**config.mk**
```make
export PLATFORM = sky130hd
export DESIGN_NAME = rr_grant_scheduler
export DESIGN_NICKNAME = d
export VERILOG_FILES = /design/src/rtl/rr_grant_scheduler_pkg.sv /design/src/rtl/rr_grant_scheduler_pick.sv /design/src/rtl/rr_grant_scheduler.sv
export SDC_FILE = /design/constraint.sdc
export NUM_CORES = 1
export LEC_CHECK = 0
export CORE_ASPECT_RATIO = 1.5
export CORE_MARGIN = 2
export CORE_UTILIZATION = 50
export CTS_BUF_LIST = sky130_fd_sc_hd__clkbuf_4
export DETAILED_ROUTE_END_ITERATION = 8
export HOLD_SLACK_MARGIN = 0.1
export PLACE_DENSITY = 0.74
export SLEW_MARGIN = 40
export SYNTH_ARGS = -nofsm -noshare
export SYNTH_HDL_FRONTEND = slang
export SYNTH_SLANG_ARGS = --single-unit
```
**constraint.sdc**
```tcl
create_clock -name clock -period 2.5 [get_ports clock]
set_input_delay 0.375 -clock clock [delete_from_list [all_inputs] [get_ports clock]]
set_output_delay 0.375 -clock clock [all_outputs]
set_load 0.02 [all_outputs]
```
**src/rtl/rr_grant_scheduler_pkg.sv**
```systemverilog
// rtl/rr_grant_scheduler_pkg.sv - shared state encodings and helpers for the round-robin grant scheduler
package rr_grant_scheduler_pkg;

  typedef enum logic [1:0] {
    ST_IDLE  = 2'd0,
    ST_GRANT = 2'd1,
    ST_GAP   = 2'd2
  } sched_state_t;

  function automatic int clog2(input int value);
    int result;
    result = 0;
    while ((1 << result) < value) begin
      result = result + 1;
    end
    return result;
  endfunction

endpackage

```
**src/rtl/rr_grant_scheduler_pick.sv**
```systemverilog
// rtl/rr_grant_scheduler_pick.sv - combinational rotating-priority encoder, search starts at last+1
module rr_pick #(
  parameter int NUM_REQ = 4,
  parameter int ID_W    = 2
) (
  input  logic [NUM_REQ-1:0] req,
  input  logic [ID_W-1:0]    last,
  output logic [NUM_REQ-1:0] pick,
  output logic [ID_W-1:0]    pick_id,
  output logic               any
);

  logic [ID_W-1:0] idx;

  // Walk offsets 1..NUM_REQ so the previous owner is checked last.
  always_comb begin
    pick    = '0;
    pick_id = '0;
    any     = 1'b0;
    idx     = '0;
    for (int unsigned k = 1; k <= 32'(NUM_REQ); k++) begin
      idx = ID_W'((32'(last) + k) % 32'(NUM_REQ));
      if (!any && req[idx]) begin
        any       = 1'b1;
        pick[idx] = 1'b1;
        pick_id   = idx;
      end
    end
  end

endmodule

```
**src/rtl/rr_grant_scheduler.sv**
```systemverilog
// rtl/rr_grant_scheduler.sv - round-robin arbiter with hold limit and one-cycle turnaround gap
module rr_grant_scheduler
  import rr_grant_scheduler_pkg::*;
#(
  parameter int NUM_REQ  = 4,
  parameter int MAX_HOLD = 16,
  parameter int ID_W     = 2,
  parameter int HOLD_W   = 5
) (
  input  logic               clock,
  input  logic               reset_n,
  input  logic [NUM_REQ-1:0] req,
  output logic [NUM_REQ-1:0] gnt,
  output logic               gnt_valid,
  output logic [ID_W-1:0]    gnt_id,
  output logic               preempt
);

  sched_state_t        state, state_d;
  logic [ID_W-1:0]     last, last_d;
  logic [HOLD_W-1:0]   hold_cnt, hold_d;
  logic [NUM_REQ-1:0]  gnt_d;
  logic                gnt_valid_d;
  logic [ID_W-1:0]     gnt_id_d;
  logic                preempt_d;

  logic [NUM_REQ-1:0]  pick;
  logic [ID_W-1:0]     pick_id;
  logic                pick_any;
  logic                owner_req;
  logic                others_pending;
  logic                hold_hit;

  rr_pick #(
    .NUM_REQ (NUM_REQ),
    .ID_W    (ID_W)
  ) u_pick (
    .req     (req),
    .last    (last),
    .pick    (pick),
    .pick_id (pick_id),
    .any     (pick_any)
  );

  assign owner_req      = |(req & gnt);
  assign others_pending = |(req & ~gnt);
  assign hold_hit       = (MAX_HOLD != 0) && (hold_cnt == HOLD_W'(MAX_HOLD));

  always_ff @(posedge clock) begin
    if (!reset_n) begin
      state     <= ST_IDLE;
      last      <= ID_W'(NUM_REQ - 1);
      hold_cnt  <= '0;
      gnt       <= '0;
      gnt_valid <= 1'b0;
      gnt_id    <= '0;
      preempt   <= 1'b0;
    end else begin
      state     <= state_d;
      last      <= last_d;
      hold_cnt  <= hold_d;
      gnt       <= gnt_d;
      gnt_valid <= gnt_valid_d;
      gnt_id    <= gnt_id_d;
      preempt   <= preempt_d;
    end
  end

  always_comb begin
    state_d     = state;
    last_d      = last;
    hold_d      = hold_cnt;
    gnt_d       = gnt;
    gnt_valid_d = gnt_valid;
    gnt_id_d    = gnt_id;
    preempt_d   = 1'b0;
    case (state)
      // GAP re-arbitrates directly so the turnaround is exactly one cycle.
      ST_IDLE, ST_GAP: begin
        if (pick_any) begin
          state_d     = ST_GRANT;
          gnt_d       = pick;
          gnt_valid_d = 1'b1;
          gnt_id_d    = pick_id;
          last_d      = pick_id;
          hold_d      = HOLD_W'(1);
        end else begin
          state_d     = ST_IDLE;
          gnt_d       = '0;
          gnt_valid_d = 1'b0;
          gnt_id_d    = '0;
        end
      end
      ST_GRANT: begin
        if (!owner_req || (hold_hit && others_pending)) begin
          state_d     = ST_GAP;
          gnt_d       = '0;
          gnt_valid_d = 1'b0;
          gnt_id_d    = '0;
          preempt_d   = owner_req;
        end else if ((MAX_HOLD != 0) && !hold_hit) begin
          hold_d = hold_cnt + HOLD_W'(1);
        end
      end
      default: begin
        state_d     = ST_IDLE;
        gnt_d       = '0;
        gnt_valid_d = 1'b0;
        gnt_id_d    = '0;
      end
    endcase
  end

endmodule

```
==> results.json, run 1 <==
{
  "grt_max_degree": 17,
  "min_period_over_period": 0.876,
  "path_clk_slew_ns": 0.10,
  "p_per_area_nw_per_um2": 894,
  "cts_resized": 0,
  "r2r_cells": 7,
  "setup_tns_ns": 0,
  "core-area_sq_um": 2260,
  "drt_iter0_markers": 41,
  "finClkSkew_ns": 0.00842,
  "gp_congestion": 0.917,
  "dr.pass1.iters": 4,
  "die-area_sq_um": 2850,
  "synthesis.nets": 151,
  "instances_no_fill": 177,
  "rows": 21,
  "numPortBuffers": 13,
  "slew_violations": 0,
  "netlist_area_sq_um": 1210,
  "maxCapViolCount": 0,
  "outcome": "finished clean",
  "htree_levels": 1,
  "regArea_sq_um": 342,
  "die_h_um": 64.3,
  "nets": 171,
  "wl_mm": 2.58,
  "clk_latency_ns": 0.29,
  "ctsHoldBuffers": 0,
  "dp_cells": 173,
  "min_path_cells": 2,
  "timing.hold.ws_ns": 0.471,
  "grt_pass1_vias": 1074,
  "syn_inst": 135,
  "arrival_ns": 2.37,
  "setup_viol": 0,
  "grt_pass1_wl_mm": 4.51,
  "crit_type": "reg -> reg",
  "end_kind": "register",
  "ios": 14,
  "hold_viol": 0,
  "max_slew_margin": 0.659,
  "layout_commonest_cell": "dfxtp_1",
  "critPathMaxFanout": 7,
  "tightest_slew_ns": 0.507,
  "route.detailed.drc": 0,
  "fin_ws_ns": 0.309,
  "cts_tree": "done",
  "utilization": 0.631,
  "fmax_mhz": 456,
  "clockBufferDepth": 2,
  "hold_class": "reg -> reg",
  "cts_buffers": 3,
  "ys_types": 42,
  "drive_gt1_frac": 0.143,
  "wl_per_cell_um": 14.5,
  "synth_seq_cells": 17,
  "start_util": 0.537,
  "post-cts-setup-buffers": 0,
  "dpl-instance-area_sq_um": 1400,
  "ys_seq_area_frac": 0.280,
  "critPathLaunchType": "register",
  "area_delta_synth_final_pct": 17.5,
  "cp_data_required_time_ns": 2.68,
  "num_vias": 1053,
  "vdd_ir_drop_max_mv": 0.403,
  "total_power_mw": 1.28,
  "yosysWarnings": 0,
  "grt_overflow": 0,
  "via_per_inst": 5.95,
  "grt_usage": 0.214,
  "cts_root_buffer": "clkbuf_4",
  "antenna_found_initial": 0,
  "stdcell_area_sq_um": 1430,
  "final_cell_mix": "dfxtp_1, clkdlybuf4s50_1, nor2_1",
  "die_w_um": 44.2,
  "multi_input_area_sq_um": 816,
  "synth_area_per_cell_sq_um": 8.99,
  "fillers": 198,
  "final_antenna_net_count": 0,
  "fin_crit_ns": 2.19,
  "dp.final_hpwl_mm": 2.12,
  "dpl_worst_slack_ns": 0.0877,
  "rsz0062_at_grt": "false",
  "p_leak_nw": 0.584,
  "clock-sinks": 17,
  "n_antenna_cell": 0
}
sequential cells by signal (all words and copies together), names as in the netlist:
signal / flops
hold_cnt: 5
gnt: 4
gnt_id: 2
last: 2
state: 2
gnt_valid: 1
preempt: 1
cell usage after synthesis:
master	instances	area, sq um
a211oi_1	1	7.51
a21boi_1	1	7.51
a21boi_2	1	11.3
a21o_1	1	7.51
a21oi_1	8	40.0
a221o_1	4	40.0
a221oi_1	5	43.8
a22o_1	1	8.76
a22oi_1	2	15.0
a311o_1	1	10.0
and2_1	3	18.8
and3_1	1	6.26
and4bb_2	1	12.5
buf_2	4	20.0
buf_6	1	11.3
clkbuf_1	1	3.75
dfxtp_1	17	340
ha_1	10	125
inv_1	6	22.5
mux2_2	1	11.3
mux2i_1	5	50.1
mux4_2	3	67.6
nand2_1	9	33.8
nand2b_1	1	6.26
nand3_1	2	10.0
nand3b_1	1	7.51
nand4_1	1	6.26
nor2_1	12	45.0
nor2b_1	5	31.3
nor2b_2	1	8.76
nor3_1	4	20.0
nor4_1	1	6.26
o2111ai_1	1	8.76
o21a_1	1	7.51
o21ai_0	8	40.0
o22a_1	1	8.76
o22ai_1	2	12.5
o41ai_4	1	27.5
or3b_1	1	8.76
or3b_2	1	8.76
xnor2_1	2	17.5
xor2_1	2	17.5
worst paths after layout:
kind | start | end | slack [ns]
min | gnt_id[1]$_SDFFE_PN0P_ | gnt_id[1]$_SDFFE_PN0P_ | 0.47
max reg2reg | last[0]$_SDFFE_PN1N_ | gnt[1]$_SDFFE_PN0P_ | 0.31
min reg2reg | gnt_id[1]$_SDFFE_PN0P_ | gnt_id[1]$_SDFFE_PN0P_ | 0.47
max | last[0]$_SDFFE_PN1N_ | gnt[1]$_SDFFE_PN0P_ | 0.31
report_power, final:
group / internal [mW] / switching, mW / total, mW
clock: 0.0595 / 0.0848 / 0.144
sequential: 0.333 / 0.0485 / 0.382
combinational: 0.355 / 0.394 / 0.749
worst max-delay path, cell delays in order, from the launching register on:
cell and delay, ns:
dfxtp_2 0.35, inv_1 0.10, ha_1 0.45, mux4_2 0.33, nor2b_2 0.21, a221oi_1 0.29
nor2_1 0.08, a221o_1 0.27
area by class of cell:
type | count | share of cell area
multi-input cells | 106 | 0.572
flip-flops and latches | 17 | 0.239
repair buffers | 21 | 0.133
well taps | 23 | 0.0202
clock buffers | 3 | 0.0158
inverters | 6 | 0.0158
clock inverters | 1 | 0.00351
cells by family after synthesis:
kind of cell | synth area share
xor+xnor | 0.0289
mux | 0.106
buf+inv | 0.0474
flops | 0.280
simple gates | 0.190
fa+ha+maj | 0.103
compound gates | 0.244
per-layer routing:
metal	share of wire	wire length, um	global-route usage
met1	0.41	1050	0.229
met2	0.55	1420	0.377
met3	0.032	82	0.0395
met4	0.010	27	0.117
met5	0	0	0
(Power assumes the default switching activity.)
==> run 2, diff against run 1 <==
Settings changed: MAX_ROUTING_LAYER set to met4, SLEW_MARGIN 40 to 20, TNS_END_PERCENT set to 100.
==> run 2 against run 1 <==
Worst setup slack improved by 0.0065 ns. Clock power barely moved. Global-route usage rose by 0.56 points. Flip-flop and latch count did not move. Core utilization did not move. Register-to-register slack barely moved. Sequential power barely moved. Highest routed layer unchanged.
==> results.json, run 2 (synthesis results as in run 1) <==
{
  "p_leak_nw": 0.584,
  "drive_gt1_frac": 0.143,
  "crit_family": "compound AO/OA/AOI/OAI gates",
  "worstSetupStartpoint": "last[0]$_SDFFE_PN1N_",
  "end_kind": "register",
  "slowest_stage": "ha_1",
  "total_power_mw": 1.27,
  "crit_buf_inv": 1,
  "largest_register_ffs": 5,
  "vdd_ir_drop_max_mv": 0.402,
  "fmax_mhz": 458,
  "n_antenna_cell": 0,
  "clock-sinks": 17,
  "utilization": 0.631,
  "dp_cells": 173,
  "cts_tree": "done",
  "hold_class": "reg -> reg",
  "setup_tns_ns": 0,
  "swShare": 0.413,
  "crit_chain": "inv_1 -> ha_1 -> mux4_2 -> nor2b_2 -> a221oi_1 -> nor2_1 -> a221o_1",
  "gp_congestion": 0.933,
  "max_slew_margin": 0.659,
  "maxCapViolCount": 0,
  "area_delta_synth_final_pct": 17.5,
  "reg.largest.list": "hold_cnt (5), gnt (4)",
  "path_clk_slew_ns": 0.10,
  "final_antenna_net_count": 0,
  "grt_usage": 0.220,
  "dp.final_hpwl_mm": 2.12,
  "clk_latency_ns": 0.29,
  "route.detailed.drc": 0,
  "antenna_found_initial": 0,
  "p_int_mw": 0.748,
  "num_vias": 1055,
  "ctsHoldBuffers": 0,
  "grt_max_degree": 17,
  "dr.pass1.iters": 4,
  "arrival_ns": 2.36,
  "cts_root_buffer": "clkbuf_4",
  "die_w_um": 44.2,
  "drt_iter0_markers": 35,
  "layout_commonest_cell": "dfxtp_1",
  "crit_type": "reg -> reg",
  "hold_viol": 0,
  "finClkSkew_ns": 0.00842,
  "clockBufferDepth": 2,
  "power.switching_mw": 0.526,
  "via_per_inst": 5.96,
  "start_util": 0.537,
  "htree_levels": 1,
  "critical-path-max-stage-delay_ns": 0.45,
  "min_period_over_period": 0.874,
  "rows": 21,
  "rsz0062_at_grt": "false",
  "hp-start": "gnt_id[1]$_SDFFE_PN0P_",
  "grt_pass1_vias": 1073,
  "final_cell_mix": "dfxtp_1, clkdlybuf4s50_1, nor2_1",
  "cts_buffers": 3,
  "die_h_um": 64.3,
  "tightest_slew_ns": 0.508,
  "fin_crit_ns": 2.18,
  "post-cts-setup-buffers": 0,
  "cp_data_required_time_ns": 2.68,
  "wl_mm": 2.55,
  "setup_viol": 0,
  "outcome": "finished clean",
  "nets": 171,
  "ios": 14,
  "grt_overflow": 0,
  "core-area_sq_um": 2260,
  "slew_violations": 0,
  "r2r_start": "last[0]$_SDFFE_PN1N_",
  "wl_per_cell_um": 14.4,
  "combPwrFrac": 0.587,
  "numPortBuffers": 13,
  "top_register": "hold_cnt",
  "critPathMaxFanout": 7,
  "clkPwrFrac": 0.113,
  "instances_no_fill": 177,
  "grt_pass1_wl_mm": 4.51,
  "critPathLaunchType": "register",
  "cts_resized": 0,
  "die-area_sq_um": 2850,
  "p_per_area_nw_per_um2": 893,
  "seqPwrFrac": 0.300
}
[run 2: cell counts in the layout (fill, tap and decap cells not counted)]
No cell type changed its count.
[run 2: final timing paths]
check / endpoint / slack, ns / cells after the start
max reg2reg: gnt[1]$_SDFFE_PN0P_ / 0.32 / 7
max: gnt[1]$_SDFFE_PN0P_ / 0.32 / 7
min reg2reg: gnt_id[1]$_SDFFE_PN0P_ / 0.47 / 2
min: gnt_id[1]$_SDFFE_PN0P_ / 0.47 / 2
[run 2: routing by layer]
metal / global-route usage / wire, um / up-vias
li1: - / - / 538
met1: 0.229 / 1040 / 495
met2: 0.377 / 1410 / 20
met3: 0.0395 / 82 / 2
met4: 0.117 / 27 / 0
met5: - / 0 / -
[run 2: power groups by stage]
stage / registers [mW] / clock network [mW] / logic (mW)
after global placement: 0.384 / 0 / 0.735
after detailed placement: 0.388 / 0 / 0.748
final: 0.382 / 0.144 / 0.747
after CTS: 0.382 / 0.153 / 0.749
after floorplan: 0.445 / 0 / 0.470
after global routing: 0.390 / 0.170 / 0.821
[run 2: area by class of cell]
type	instances	area, sq um
Clock inverter	1	5.00
Clock buffer	3	22.5
Sequential cell	17	342
Fill cell	198	833
Timing Repair Buffer	21	190
Multi-Input combinational cell	106	816
Tap cell	23	28.8
Inverter	6	22.5
[run 2: worst min-delay path: stages (launching register included)]
cell and delay [ns]:
dfxtp_1 0.33, nand2_1 0.05, a21oi_1 0.05
[run 2: stage by stage]
step / worst slack (ns) / hold WS [ns] / cell area (sq um)
5_1_grt: 0.250 / 0.498 / 1430
2_1_floorplan: 0.0555 / 0.437 / 1220
3_3_place_gp: 0.157 / 0.443 / 1400
4_1_cts: 0.354 / 0.476 / 1430
3_5_place_dp: 0.0877 / 0.461 / 1400
6_report: 0.315 / 0.471 / 1430
==> run 3, diff against run 2 <==
Settings changed: PLACE_DENSITY 0.74 to 0.75.
==> run 3 against run 2 <==
Sequential share of layout area hardly changed. Worst setup slack better by 0.040 ns. Flip-flop and latch count stayed put. Via count is 2.1% higher. Register-to-register slack better by 0.04 ns. Maximum frequency is 1.9% higher. Critical path type unchanged.
==> results.json, run 3 (synthesis results as in run 1) <==
{
  "wl_mm": 2.52,
  "crit_family": "compound AO/OA/AOI/OAI gates",
  "fmax_mhz": 466,
  "die_h_um": 64.3,
  "route.detailed.drc": 0,
  "drive_gt1_frac": 0.143,
  "reg.largest.list": "hold_cnt (5), gnt (4)",
  "dp_cells": 173,
  "cp_data_required_time_ns": 2.68,
  "min_period_over_period": 0.858,
  "antenna_found_initial": 0,
  "largest_register_ffs": 5,
  "layout_commonest_cell": "dfxtp_1",
  "outcome": "finished clean",
  "setup_viol": 0,
  "grt_usage": 0.210,
  "arrival_ns": 2.32,
  "regToRegSetupSlack_ns": 0.36,
  "clockBufferDepth": 2,
  "htree_levels": 1,
  "utilization": 0.632,
  "p_int_mw": 0.763,
  "instances_no_fill": 177,
  "p_leak_nw": 0.586,
  "hold_class": "reg -> reg",
  "critPathMaxFanout": 7,
  "die_w_um": 44.2,
  "crit_type": "reg -> reg",
  "clock-sinks": 17,
  "power.switching_mw": 0.526,
  "hold_viol": 0,
  "ctsHoldBuffers": 0,
  "r2r_end": "gnt[0]$_SDFFE_PN0P_",
  "min_path_cells": 2,
  "gp_congestion": 0.869,
  "grt_overflow": 0,
  "end_kind": "register",
  "drt_iter0_markers": 30,
  "fin_crit_ns": 2.14,
  "via_per_inst": 6.08,
  "top_register": "hold_cnt",
  "r2r_cells": 7,
  "die-area_sq_um": 2850,
  "nets": 171,
  "fillers": 200,
  "cts_resized": 0,
  "cts_root_buffer": "clkbuf_4",
  "crit_chain": "inv_1 -> ha_1 -> mux4_2 -> nor2b_2 -> a221oi_1 -> nor2_1 -> a221o_1",
  "seqPwrFrac": 0.296,
  "crit_buf_inv": 1,
  "cts_buffers": 3,
  "dp.final_hpwl_mm": 2.03,
  "vdd_ir_drop_max_mv": 0.475,
  "numPortBuffers": 13,
  "p_per_area_nw_per_um2": 902,
  "grt_max_degree": 17,
  "setup_tns_ns": 0,
  "critical-path-max-stage-delay_ns": 0.44,
  "final_antenna_net_count": 0,
  "max_slew_margin": 0.723,
  "n_antenna_cell": 0,
  "hp-start": "gnt_id[1]$_SDFFE_PN0P_",
  "slew_violations": 0,
  "cp.depth": 7,
  "finClkSkew_ns": 0.00301,
  "rows": 21,
  "clk_latency_ns": 0.28,
  "fin_ws_ns": 0.355,
  "ios": 14,
  "area_delta_synth_final_pct": 17.7,
  "hold-path-endpoint": "gnt_id[1]$_SDFFE_PN0P_",
  "post-cts-setup-buffers": 0,
  "swShare": 0.408,
  "dr.pass1.iters": 4,
  "grt_pass1_wl_mm": 4.44,
  "total_power_mw": 1.29,
  "path_clk_slew_ns": 0.09,
  "critPathLaunchType": "register",
  "tightest_slew_ns": 0.413,
  "start_util": 0.537,
  "num_vias": 1077,
  "clkPwrFrac": 0.119,
  "grt_pass1_vias": 1013,
  "core-area_sq_um": 2260,
  "rsz0062_at_grt": "false",
  "r2r_start": "last[0]$_SDFFE_PN1N_",
  "final_cell_mix": "dfxtp_1, clkdlybuf4s50_1, nor2_1",
  "wl_per_cell_um": 14.2,
  "maxCapViolCount": 0,
  "combPwrFrac": 0.585,
  "cts_tree": "done",
  "slowest_stage": "ha_1",
  "dpl_worst_slack_ns": 0.0793
}
==> run 3: cell count changes in the layout (fill, tap and decap cells not counted) <==
| cell | change |
|---|---|
| clkbuf_4 | +1 |
| clkinv_2 | -1 |
==> run 3: how the worst max path moves through the flow <==
| stage | from | endpoint | slack (ns) |
|---|---|---|---|
| after floorplan | last[0]$_SDFFE_PN1N_ | last[1]$_SDFFE_PN1N_ | 0.06 |
| after global placement | req[1] | last[1]$_SDFFE_PN1N_ | 0.16 |
| after detailed placement | req[1] | last[1]$_SDFFE_PN1N_ | 0.08 |
| after CTS | last[0]$_SDFFE_PN1N_ | gnt[0]$_SDFFE_PN0P_ | 0.35 |
| after global routing | last[0]$_SDFFE_PN1N_ | gnt[0]$_SDFFE_PN0P_ | 0.19 |
| final | last[0]$_SDFFE_PN1N_ | gnt[0]$_SDFFE_PN0P_ | 0.36 |
==> run 3: worst reg2reg max path, cell delays in order (launching register included) <==
cell and delay (ns):
dfxtp_2 0.34, inv_1 0.10, ha_1 0.44, mux4_2 0.33, nor2b_2 0.21, a221oi_1 0.28, nor2_1 0.09, a221o_1 0.26
==> run 3: per-stage QoR <==
stage / cell area (sq um) / hold WS (ns)
floorplan: 1220 / 0.437
global placement: 1400 / 0.443
detailed placement: 1400 / 0.456
CTS: 1430 / 0.469
global route: 1430 / 0.499
finish: 1430 / 0.466
==> run 3: power groups by stage <==
| stage | clock network (mW) | registers [mW] | logic, mW |
|---|---|---|---|
| CTS | 0.160 | 0.381 | 0.754 |
| floorplan | 0 | 0.445 | 0.470 |
| global route | 0.171 | 0.390 | 0.839 |
| global placement | 0 | 0.385 | 0.738 |
| detailed placement | 0 | 0.386 | 0.753 |
| finish | 0.154 | 0.381 | 0.753 |
==> run 3: area by class of cell <==
class	instances	area, sq um	share of cell area
multi-input combinational	106	816	0.571
sequential	17	342	0.239
timing repair buffer	21	190	0.133
clock buffer	4	30.0	0.0210
tap	23	28.8	0.0201
inverter	6	22.5	0.0158
==> run 3: metal layers <==
| layer | GRT usage | vias up | routed length (um) |
|---|---|---|---|
| li1 | - | 539 | - |
| met1 | 0.240 | 512 | 1060 |
| met2 | 0.357 | 24 | 1360 |
| met3 | 0.0254 | 2 | 81 |
| met4 | 0.0909 | 0 | 27 |
| met5 | - | - | 0 |
